--- src/rtl/mem_dma_pkg.sv ---
// Shared types and constants for the mem_dma engine: FSM states, error codes
// and command modes.
package mem_dma_pkg;

  typedef enum logic [1:0] {
    IDLE = 2'd0,
    RD   = 2'd1,
    WR   = 2'd2
  } state_t;

  localparam logic [1:0] ERR_NONE    = 2'd0;
  localparam logic [1:0] ERR_TIMEOUT = 2'd1;
  localparam logic [1:0] ERR_ABORT   = 2'd2;

  localparam logic MODE_COPY = 1'b0;
  localparam logic MODE_FILL = 1'b1;

endpackage

--- src/rtl/mem_dma_if.sv ---
// Block-memory request/response port. The DMA engine is the master and
// drives the request side; the memory responder is the slave.
interface mem_dma_if #(
  parameter int ADDR_W = 32,
  parameter int DATA_W = 32
);

  logic [ADDR_W-1:0]   rd_addr;
  logic                rd_en;
  logic [DATA_W-1:0]   rd_data;
  logic                rd_valid;
  logic [ADDR_W-1:0]   wr_addr;
  logic [DATA_W-1:0]   wr_data;
  logic [DATA_W/8-1:0] wr_bsel;
  logic                wr_en;
  logic                wr_ack;

  modport master (
    output rd_addr, rd_en, wr_addr, wr_data, wr_bsel, wr_en,
    input  rd_data, rd_valid, wr_ack
  );

  modport slave (
    input  rd_addr, rd_en, wr_addr, wr_data, wr_bsel, wr_en,
    output rd_data, rd_valid, wr_ack
  );

endinterface

--- src/rtl/mem_dma_watchdog.sv ---
// Cycle counter that measures how long a memory request has been waiting.
// clear reloads zero, enable counts one waiting cycle, and expired flags the
// cycle in which the TIMEOUT-th consecutive waiting cycle is being spent.
// TIMEOUT = 0 disables the watchdog entirely.
module mem_dma_watchdog #(
  parameter int TIMEOUT = 255
) (
  input  logic clk,
  input  logic arst_n,
  input  logic clear,
  input  logic enable,
  output logic expired
);

  generate
    if (TIMEOUT == 0) begin : g_off
      logic unused_inputs;
      assign unused_inputs = ^{clk, arst_n, clear, enable};
      assign expired       = 1'b0;
    end else begin : g_on
      localparam int CNT_W = (TIMEOUT < 2) ? 1 : $clog2(TIMEOUT);
      logic [CNT_W-1:0] count;

      // Count waiting cycles, stopping at the limit so the count cannot wrap
      always_ff @(posedge clk or negedge arst_n) begin
        if (!arst_n) begin
          count <= '0;
        end else if (clear) begin
          count <= '0;
        end else if (enable && !expired) begin
          count <= count + 1'b1;
        end
      end

      assign expired = (count == CNT_W'(TIMEOUT - 1));
    end
  endgenerate

endmodule

--- src/rtl/mem_dma.sv ---
// Initiator-side DMA engine for the block-memory port. Executes one command
// at a time: copy LEN words from SRC to DST, or fill LEN words at DST with a
// constant. Every output is registered; request signals are held stable until
// the matching response is sampled.
module mem_dma
  import mem_dma_pkg::*;
#(
  parameter int ADDR_W  = 32,
  parameter int DATA_W  = 32,
  parameter int LEN_W   = 16,
  parameter int TIMEOUT = 255
) (
  input  logic                clk,
  input  logic                arst_n,
  input  logic                cmd_valid,
  output logic                cmd_ready,
  input  logic                cmd_mode,
  input  logic [ADDR_W-1:0]   cmd_src,
  input  logic [ADDR_W-1:0]   cmd_dst,
  input  logic [LEN_W-1:0]    cmd_len,
  input  logic [DATA_W-1:0]   cmd_fill,
  input  logic [DATA_W/8-1:0] cmd_bsel,
  input  logic                abort,
  output logic                busy,
  output logic                done,
  output logic                error,
  output logic [1:0]          err_code,
  output logic [LEN_W-1:0]    words_done,
  mem_dma_if.master           mem
);

  state_t              state_q, state_d;
  logic [ADDR_W-1:0]   src_q, src_d;
  logic [ADDR_W-1:0]   dst_q, dst_d;
  logic [LEN_W-1:0]    len_q, len_d;
  logic                mode_q, mode_d;
  logic                rd_en_q, rd_en_d;
  logic                wr_en_q, wr_en_d;
  logic [DATA_W-1:0]   wr_data_q, wr_data_d;
  logic [DATA_W/8-1:0] wr_bsel_q, wr_bsel_d;
  logic                busy_q, busy_d;
  logic                cmd_ready_q, cmd_ready_d;
  logic                done_q, done_d;
  logic                error_q, error_d;
  logic [1:0]          err_code_q, err_code_d;
  logic [LEN_W-1:0]    words_done_q, words_done_d;

  logic                halt;
  logic [1:0]          halt_code;
  logic                wd_waiting;
  logic                wd_expired;

  // A request is waiting whenever its enable is up and no response arrived
  assign wd_waiting = ((state_q == RD) && !mem.rd_valid) ||
                      ((state_q == WR) && !mem.wr_ack);

  mem_dma_watchdog #(.TIMEOUT(TIMEOUT)) u_watchdog (
    .clk     (clk),
    .arst_n  (arst_n),
    .clear   (!wd_waiting),
    .enable  (wd_waiting),
    .expired (wd_expired)
  );

  // Next-state and registered-output computation; responses take priority
  // over abort, and abort over timeout
  always_comb begin
    state_d      = state_q;
    src_d        = src_q;
    dst_d        = dst_q;
    len_d        = len_q;
    mode_d       = mode_q;
    rd_en_d      = rd_en_q;
    wr_en_d      = wr_en_q;
    wr_data_d    = wr_data_q;
    wr_bsel_d    = wr_bsel_q;
    busy_d       = busy_q;
    cmd_ready_d  = cmd_ready_q;
    done_d       = 1'b0;
    error_d      = 1'b0;
    err_code_d   = err_code_q;
    words_done_d = words_done_q;
    halt         = 1'b0;
    halt_code    = ERR_NONE;

    unique case (state_q)
      IDLE: begin
        if (cmd_valid) begin
          src_d        = cmd_src;
          dst_d        = cmd_dst;
          len_d        = cmd_len;
          mode_d       = cmd_mode;
          words_done_d = '0;
          err_code_d   = ERR_NONE;
          if (cmd_len == '0) begin
            done_d = 1'b1;
          end else begin
            busy_d      = 1'b1;
            cmd_ready_d = 1'b0;
            if (cmd_mode == MODE_COPY) begin
              rd_en_d = 1'b1;
              state_d = RD;
            end else begin
              wr_en_d   = 1'b1;
              wr_data_d = cmd_fill;
              wr_bsel_d = cmd_bsel;
              state_d   = WR;
            end
          end
        end
      end

      RD: begin
        if (mem.rd_valid && !abort) begin
          rd_en_d   = 1'b0;
          wr_en_d   = 1'b1;
          wr_data_d = mem.rd_data;
          wr_bsel_d = '1;
          state_d   = WR;
        end else if (abort) begin
          halt      = 1'b1;
          halt_code = ERR_ABORT;
        end else if (wd_expired) begin
          halt      = 1'b1;
          halt_code = ERR_TIMEOUT;
        end
      end

      WR: begin
        if (mem.wr_ack) begin
          words_done_d = words_done_q + 1'b1;
          src_d        = src_q + 1'b1;
          dst_d        = dst_q + 1'b1;
          if (words_done_d == len_q) begin
            wr_en_d     = 1'b0;
            busy_d      = 1'b0;
            cmd_ready_d = 1'b1;
            done_d      = 1'b1;
            state_d     = IDLE;
          end else if (abort) begin
            halt      = 1'b1;
            halt_code = ERR_ABORT;
          end else if (mode_q == MODE_COPY) begin
            wr_en_d = 1'b0;
            rd_en_d = 1'b1;
            state_d = RD;
          end
        end else if (abort) begin
          halt      = 1'b1;
          halt_code = ERR_ABORT;
        end else if (wd_expired) begin
          halt      = 1'b1;
          halt_code = ERR_TIMEOUT;
        end
      end

      default: state_d = IDLE;
    endcase

    if (halt) begin
      state_d     = IDLE;
      rd_en_d     = 1'b0;
      wr_en_d     = 1'b0;
      busy_d      = 1'b0;
      cmd_ready_d = 1'b1;
      error_d     = 1'b1;
      err_code_d  = halt_code;
    end
  end

  // State and output registers, all cleared by reset except cmd_ready
  always_ff @(posedge clk or negedge arst_n) begin
    if (!arst_n) begin
      state_q      <= IDLE;
      src_q        <= '0;
      dst_q        <= '0;
      len_q        <= '0;
      mode_q       <= MODE_COPY;
      rd_en_q      <= 1'b0;
      wr_en_q      <= 1'b0;
      wr_data_q    <= '0;
      wr_bsel_q    <= '0;
      busy_q       <= 1'b0;
      cmd_ready_q  <= 1'b1;
      done_q       <= 1'b0;
      error_q      <= 1'b0;
      err_code_q   <= ERR_NONE;
      words_done_q <= '0;
    end else begin
      state_q      <= state_d;
      src_q        <= src_d;
      dst_q        <= dst_d;
      len_q        <= len_d;
      mode_q       <= mode_d;
      rd_en_q      <= rd_en_d;
      wr_en_q      <= wr_en_d;
      wr_data_q    <= wr_data_d;
      wr_bsel_q    <= wr_bsel_d;
      busy_q       <= busy_d;
      cmd_ready_q  <= cmd_ready_d;
      done_q       <= done_d;
      error_q      <= error_d;
      err_code_q   <= err_code_d;
      words_done_q <= words_done_d;
    end
  end

  assign cmd_ready   = cmd_ready_q;
  assign busy        = busy_q;
  assign done        = done_q;
  assign error       = error_q;
  assign err_code    = err_code_q;
  assign words_done  = words_done_q;
  assign mem.rd_en   = rd_en_q;
  assign mem.rd_addr = src_q;
  assign mem.wr_en   = wr_en_q;
  assign mem.wr_addr = dst_q;
  assign mem.wr_data = wr_data_q;
  assign mem.wr_bsel = wr_bsel_q;

endmodule

--- src/flat_wrapper.sv ---
// flat-port wrapper written by rule: the top's interface ports become plain ports
module mem_dma_flat import mem_dma_pkg::*;
#(
  parameter int ADDR_W  = 32,
  parameter int DATA_W  = 32,
  parameter int LEN_W   = 16,
  parameter int TIMEOUT = 255
)
  (clk, arst_n, cmd_valid, cmd_ready, cmd_mode, cmd_src, cmd_dst, cmd_len, cmd_fill, cmd_bsel, abort, busy, done, error, err_code, words_done, mem_rd_addr, mem_rd_en, mem_wr_addr, mem_wr_data, mem_wr_bsel, mem_wr_en, mem_rd_data, mem_rd_valid, mem_wr_ack);
  mem_dma_if #(.ADDR_W(ADDR_W), .DATA_W(DATA_W)) mem_i ();
  input  logic clk;
  input  logic arst_n;
  input  logic cmd_valid;
  output logic cmd_ready;
  input  logic cmd_mode;
  input  logic [ADDR_W-1:0] cmd_src;
  input  logic [ADDR_W-1:0] cmd_dst;
  input  logic [LEN_W-1:0] cmd_len;
  input  logic [DATA_W-1:0] cmd_fill;
  input  logic [DATA_W/8-1:0] cmd_bsel;
  input  logic abort;
  output logic busy;
  output logic done;
  output logic error;
  output logic [1:0] err_code;
  output logic [LEN_W-1:0] words_done;
  output wire logic [$bits(mem_i.rd_addr)-1:0] mem_rd_addr;
  output wire logic [$bits(mem_i.rd_en)-1:0] mem_rd_en;
  output wire logic [$bits(mem_i.wr_addr)-1:0] mem_wr_addr;
  output wire logic [$bits(mem_i.wr_data)-1:0] mem_wr_data;
  output wire logic [$bits(mem_i.wr_bsel)-1:0] mem_wr_bsel;
  output wire logic [$bits(mem_i.wr_en)-1:0] mem_wr_en;
  input wire logic [$bits(mem_i.rd_data)-1:0] mem_rd_data;
  input wire logic [$bits(mem_i.rd_valid)-1:0] mem_rd_valid;
  input wire logic [$bits(mem_i.wr_ack)-1:0] mem_wr_ack;
  assign mem_rd_addr = mem_i.rd_addr;
  assign mem_rd_en = mem_i.rd_en;
  assign mem_wr_addr = mem_i.wr_addr;
  assign mem_wr_data = mem_i.wr_data;
  assign mem_wr_bsel = mem_i.wr_bsel;
  assign mem_wr_en = mem_i.wr_en;
  assign mem_i.rd_data = mem_rd_data;
  assign mem_i.rd_valid = mem_rd_valid;
  assign mem_i.wr_ack = mem_wr_ack;
  mem_dma #(.ADDR_W(ADDR_W), .DATA_W(DATA_W), .LEN_W(LEN_W), .TIMEOUT(TIMEOUT)) u_core (.clk(clk), .arst_n(arst_n), .cmd_valid(cmd_valid), .cmd_ready(cmd_ready), .cmd_mode(cmd_mode), .cmd_src(cmd_src), .cmd_dst(cmd_dst), .cmd_len(cmd_len), .cmd_fill(cmd_fill), .cmd_bsel(cmd_bsel), .abort(abort), .busy(busy), .done(done), .error(error), .err_code(err_code), .words_done(words_done), .mem(mem_i));
endmodule
--- config.mk ---
export PLATFORM = sky130hd
export DESIGN_NAME = mem_dma_flat
export DESIGN_NICKNAME = d
export VERILOG_FILES = /design/src/rtl/mem_dma_pkg.sv /design/src/rtl/mem_dma_if.sv /design/src/rtl/mem_dma_watchdog.sv /design/src/rtl/mem_dma.sv /design/src/flat_wrapper.sv
export SDC_FILE = /design/constraint.sdc
export NUM_CORES = 1
export LEC_CHECK = 0
export ABC_AREA = 1
export CAP_MARGIN = 20
export CORE_MARGIN = 2
export CORE_UTILIZATION = 53
export CTS_BUF_LIST = sky130_fd_sc_hd__clkbuf_8
export DETAILED_ROUTE_END_ITERATION = 12
export HOLD_SLACK_MARGIN = 0.08
export PLACE_DENSITY = 0.9
export SLEW_MARGIN = 30
export SYNTH_ARGS = -nofsm -noshare
export SYNTH_HDL_FRONTEND = slang
export SYNTH_HIERARCHICAL = 1
export SYNTH_SLANG_ARGS = --single-unit
--- constraint.sdc ---
create_clock -name clk -period 4.2 [get_ports clk]
set_input_delay 0.84 -clock clk [delete_from_list [all_inputs] [get_ports clk]]
set_output_delay 0.84 -clock clk [all_outputs]
set_load 0.01 [all_outputs]
==> impl_metrics.toml, run 1 <==
[setup_path]
worstPathCellList = "inv_1 -> ha_1 -> buf_4 -> clkinv_1 -> buf_4 -> o21ai_0 -> inv_1 -> inv_1 -> nand2_4 -> clkinv_4 -> nand2_1 -> nand2_1"
cp_slowest_stage_delay_ps = 650
worstPathRequired_ps = 4600
crit_path_end_kind = "register"
critical_path.slowest_cell = "o21ai_0"
path_max_fanout = 38
startpoint_type = "register"
critPathKind = "reg -> reg"
cp_common_cell = "inv_1"
worstPathArrival_ps = 3420

[sta]
finalCritPeriodShare_pct = 71.9
finalHoldViolCount = 0
maxSlewViolCount = 0
holdWs_ps = 351
min_period_ps = 3020
worstMarginPinSlew_ps = 887
fmax_mhz = 331
rsz0062_at_grt = "false"
slew_headroom_pct = 40.5
skew_ps = 13.7
setup_violations = 0
setup_tns_ps = 0

[synthesis]
seq_area_frac_synth_pct = 41.5
netlist_instances = 1247
yosys_most_used_dff = "dfrtp_1"
synth_fp_nets = 1411
synth-seq-cells = 151
yosysUniqueCellTypes = 47
postSynth.asyncResetShare_pct = 100
synth-edff-count = 0
synth-warning-count = 6
synth_area_per_cell_um2 = 7.31
netlist_area_mm2 = 0.00911

[drt]
ant_nets = 0
vias_per_cell = 5.59
vias = 9701
drt_first_pass_iters = 6
finalWirelength_um = 28000
drtIter0Drc = 814
drcViolationCount = 0
wl_per_cell_um = 16.1

[floorplan]
die_w_um = 135
core_mm2 = 0.0167
dieArea_mm2 = 0.0183
fp.dieH_um = 135
start_util_pct = 54.6
rows = 47
pin_count = 279

[hold_path]
min-delay-path-class = "in -> async"

[cells_and_area]
syn_to_final_growth_pct = 36.6
fin_util_pct = 74.5
diodes = 0
layout-drive-gt1-share_pct = 6.99
final_nets = 1667

[global_route]
track_usage_pct = 31.0
grt_pass1_wl_um = 44800
antenna_found_initial = 0
grt_start_max_net_pins = 112
grt_pass1_vias = 9187
grt.overflow.total = 0

[clock_network]
clk_pin_slew_ps = 90
worstSkewPairLatency_ps = 460
cts_max_level = 4
ctsResizeCount = 0
ctsHoldBuffers = 0
cts_sinks = 151
cts_root_buffer = "clkbuf_8"
clk_path_buf_depth = 2
cts_tree = "built"
post_cts_buffers = 0
numCtsBuffers = 17

[job]
cap_violations = 0

[run_status]
outcome = "finished clean"

[placed_design]
dpl.hpwl_um = 20500
place_congestion = 0.956
numPortBuffers = 278

[power]
leakage_nw = 5.48
p_per_area_mw_per_mm2 = 700
vdd_drop_max_mv = 0.584
-- critical path: cells and delay by family (launching register included) --
family          cells  cell delay (ps)
buf+inv             7             1490
flops               1              420
compound gates      1              650
simple gates        3              230
fa+ha+maj           1              170
-- cell usage after synthesis (all sizes together), types with 3 or more instances --
master	instances	area share [%]
nand2	339	14
nor2	157	7.4
dfrtp	150	41
inv	133	5.5
o21ai	108	6.1
nand3	77	4.7
clkbuf	39	1.6
xor2	39	3.7
a31oi	35	2.4
o22ai	30	2.1
a21oi	29	1.6
nand4	28	2.1
nor3	20	1.4
o211ai	12	0.99
buf	11	0.62
ha	9	1.2
nor4	5	0.34
clkinv	4	0.22
or2	3	0.21
xnor2	3	0.29
-- final timing paths --
check | slack, ps | from | to | cells after the start
setup / recovery | 1180 | u_core/state_q[1]$_DFFE_PN0P_ | u_core/u_watchdog/g_on.count[4]$_DFFE_PN0P_ | 12
hold / removal | 350 | arst_n | u_core/mem.wr_data[7]$_DFFE_PN0P_ | 1
setup reg to reg | 1180 | u_core/state_q[1]$_DFFE_PN0P_ | u_core/u_watchdog/g_on.count[4]$_DFFE_PN0P_ | 12
hold reg to reg | 480 | u_core/cmd_ready$_DFFE_PN1P_ | u_core/cmd_ready$_DFFE_PN1P_ | 2
max in group asynchronous | 2960 | arst_n | u_core/mem.rd_addr[3]$_DFFE_PN0P_ | 2
min in group clk | 480 | u_core/cmd_ready$_DFFE_PN1P_ | u_core/cmd_ready$_DFFE_PN1P_ | 2
-- metrics by stage --
step                worst slack, ps  cells  cell area, µm²  total power, mW
finish                         1180   1736           12400             8.71
CTS                            1230   1736           12400             8.69
global route                    950   1736           12400             9.38
detailed placement              985   1704           12100             7.57
floorplan                      2030   1247            9110             5.53
global placement               1060   1704           12100             7.36
-- power by group --
part	switching, mW	internal (mW)	total, mW
combinational	2.81	2.08	4.89
sequential	0.623	2.11	2.73
clock	0.612	0.481	1.09
-- cell type report --
cell class,instances,area [µm²]
Multi-Input combinational cell,909,4630
Tap cell,220,275
Clock buffer,17,234
Clock inverter,15,144
Inverter,137,519
Fill cell,1269,4250
Timing Repair Buffer,287,2870
Sequential cell,151,3780
-- cell families after synthesis --
group	Yosys count	synth area share, %
adder cells (fa/ha/maj)	9	1.24
flip-flops	151	41.5
AND/OR/NAND/NOR	635	31.1
buffers and inverters	187	7.92
XOR/XNOR	43	4.28
AO/OA/AOI/OAI	222	14.0
-- per-layer routing --
layer  track usage (%)  vias up  part of all wire, %
met5                 0        -                    0
met4              15.3        0                  4.6
met3              7.73       82                   10
met2              50.8      520                   47
met1              38.4     4495                   38
li1                  -     4604                    -
-- state kept, by name (all words and copies together) (netlist names) --
register and flops:
u_core/busy 1, u_core/cmd_ready 1, u_core/done 1, u_core/err_code 2, u_core/error 1, u_core/len_q 16, u_core/mem.rd_addr 32, u_core/mem.rd_en 1
u_core/mem.wr_addr 32, u_core/mem.wr_bsel 4, u_core/mem.wr_data 32, u_core/mem.wr_en 1, u_core/mode_q 1, u_core/state_q 2, u_core/u_watchdog/g_on.count 8, u_core/words_done 16
-- layout by cell type, fill, tap and decap left out, types with 3 or more instances in the layout --
cell type,count
a21oi_1,29
a31oi_1,35
buf_4,7
clkbuf_8,17
clkdlybuf4s50_1,277
clkinv_1,3
clkinv_4,3
clkinvlp_4,4
dfrtp_1,150
ha_1,8
inv_1,130
inv_2,3
inv_6,7
nand2_1,324
nand2_2,13
nand3_1,68
nand3_2,9
nand4_1,27
nor2_1,136
nor2_2,13
nor2_4,8
nor3_1,16
nor3_2,3
nor4_1,5
o211ai_1,12
o21ai_0,102
o21ai_1,3
o21ai_2,3
o22ai_1,29
or2_2,3
xnor2_1,3
xor2_1,39
Power figures use the tool's default switching activity.
==> run 2, diff against run 1 <==
--- a/config.mk
+++ b/config.mk
@@ -8,11 +8,11 @@
 export ABC_AREA = 1
 export CAP_MARGIN = 20
 export CORE_MARGIN = 2
-export CORE_UTILIZATION = 53
+export CORE_UTILIZATION = 44
 export CTS_BUF_LIST = sky130_fd_sc_hd__clkbuf_8
 export DETAILED_ROUTE_END_ITERATION = 12
 export HOLD_SLACK_MARGIN = 0.08
-export PLACE_DENSITY = 0.9
+export PLACE_DENSITY = 0.8
 export SLEW_MARGIN = 30
 export SYNTH_ARGS = -nofsm -noshare
 export SYNTH_HDL_FRONTEND = slang
==> constraint.sdc (replaced) <==
create_clock -name clk -period 2.4 [get_ports clk]
set_input_delay 0.48 -clock clk [delete_from_list [all_inputs] [get_ports clk]]
set_output_delay 0.48 -clock clk [all_outputs]
set_load 0.01 [all_outputs]
==> impl_metrics.toml, run 2 (synthesis gave the netlist of run 1 again) <==
[drt]
ant_nets = 0
wl_per_cell_um = 15.7
wl_met2_um = 14100
vias_per_cell = 5.24
drt-met1-wl_um = 11900
drtIter0Drc = 557
finalWirelength_um = 28600
drt_first_pass_iters = 5
drcViolationCount = 0
wl_met3_um = 1650
vias = 9533
top_layer = "met4"

[cells_and_area]
instances_no_fill = 1819
final_cell_mix = "nand2_1 (309), clkdlybuf4s50_1 (277), dfrtp_1 (140), inv_1 (129), nor2_1 (125)"
final_nets = 1700
syn_to_final_growth_pct = 45.0
diodes = 0
fin_area_mm2 = 0.0132
final_common_cell = "nand2_1"
layout-drive-gt1-share_pct = 12.3
fin_util_pct = 65.1

[floorplan]
pin_count = 279
dieArea_mm2 = 0.0219
core_mm2 = 0.0203
rows = 52
start_util_pct = 44.9
die_w_um = 148
fp.dieH_um = 148

[global_route]
grt.overflow.total = 0
grt_pass1_wl_um = 44900
grt_pass1_vias = 9140
track_usage_pct = 25.5
grt_start_max_net_pins = 82
antenna_found_initial = 0

[job]
cap_violations = 0

[setup_path]
path_max_fanout = 4
crit_path_end_kind = "register"
worstPathRequired_ps = 2780
critPathKind = "reg -> reg"
startpoint_type = "register"
worstPathArrival_ps = 2700

[clock_network]
cts_tree = "built"
numCtsBuffers = 17
cts_sinks = 151
clk_pin_slew_ps = 90
worstSkewPairLatency_ps = 470
cts_root_buffer = "clkbuf_8"
cts_max_level = 4
clk_path_buf_depth = 2

[placed_design]
dpl.hpwl_um = 20600
numPortBuffers = 278
place_area_mm2 = 0.0123
dp.cells = 1771
place_congestion = 0.878
dp_worst_setup_slack_ps = 28.0

[sta]
setup_violations = 0
finalHoldViolCount = 0
maxSlewViolCount = 0
min_period_ps = 2320
finalCritPeriodShare_pct = 96.7
holdWs_ps = 474
slew_headroom_pct = 57.1
skew_ps = 24.2
setup_tns_ps = 0
worstMarginPinSlew_ps = 638
fmax_mhz = 431
rsz0062_at_grt = "true"
timing.final.ws_setup_ps = 79.4

[power]
power_mw = 16.0
vdd_drop_max_mv = 0.602
p_per_area_mw_per_mm2 = 1210
leakage_nw = 5.78

[hold_path]
min-delay-path-class = "reg -> reg"

[run_status]
outcome = "finished clean"
## run 2: cell count changes in the layout (fill, tap and decap cells not counted), sizes merged
cell / previous run / this run
clkinv: 7 / 8
inv: 140 / 137
dlygate4sd3: 0 / 1
clkinvlp: 4 / 2
buf: 10 / 42
bufinv: 1 / 3
clkbuf: 17 / 19
## run 2: per-layer routing
metal	track usage, %	vias up
li1	-	4665
met3	4.60	61
met5	0	-
met4	10.9	0
met2	43.1	333
met1	32.3	4474
## run 2: path summary, 6_finish.rpt
| check | from | cells past startpoint | slack, ps | endpoint |
|---|---|---|---|---|
| worst max-delay path | u_core/mem.wr_addr[1]$_DFFE_PN0P_ | 15 | 80 | u_core/mem.wr_addr[26]$_DFFE_PN0P_ |
| worst min-delay path | u_core/cmd_ready$_DFFE_PN1P_ | 2 | 470 | u_core/cmd_ready$_DFFE_PN1P_ |
| worst max register to register | u_core/mem.wr_addr[1]$_DFFE_PN0P_ | 15 | 80 | u_core/mem.wr_addr[26]$_DFFE_PN0P_ |
| worst min register to register | u_core/cmd_ready$_DFFE_PN1P_ | 2 | 470 | u_core/cmd_ready$_DFFE_PN1P_ |
| max in group asynchronous | arst_n | 3 | 1240 | u_core/mem.rd_addr[1]$_DFFE_PN0P_ |
| min in group asynchronous | arst_n | 2 | 490 | u_core/mem.wr_addr[15]$_DFFE_PN0P_ |
## run 2: final cells by class
| type | count | area, µm² |
|---|---|---|
| Clock inverter | 13 | 170 |
| Sequential cell | 151 | 3790 |
| Inverter | 137 | 524 |
| Multi-Input combinational cell | 909 | 4910 |
| Timing Repair Buffer | 320 | 3220 |
| Fill cell | 1756 | 7090 |
| Tap cell | 270 | 338 |
| Clock buffer | 19 | 262 |
## run 2: report_power, final
part	internal (mW)	leakage [nW]	switching [mW]	total (mW)
Combinational	4.04	3.74	5.07	9.11
Clock	1.10	0.215	1.04	2.14
Sequential	3.70	1.82	1.10	4.79
## run 2: worst max-delay path, cell delays in order, from the launching register on
cell and delay (ps):
dfrtp_1 450, ha_4 190, nand3_4 120, inv_4 110
nand2_4 60, nor2_4 120, nand4_1 170, nor3_4 280
nand3_2 130, nor2_4 160, nand2_2 70, nand2_1 50
inv_1 30, nor2_1 120, nor2_1 50, o22ai_1 120
## run 2: timing repair
action	CTS	global route
endpoints found under the setup margin	0	22
endpoints found under the hold margin	36	0
hold buffers	1	0
buffers inserted	0	15
resized for setup	0	85
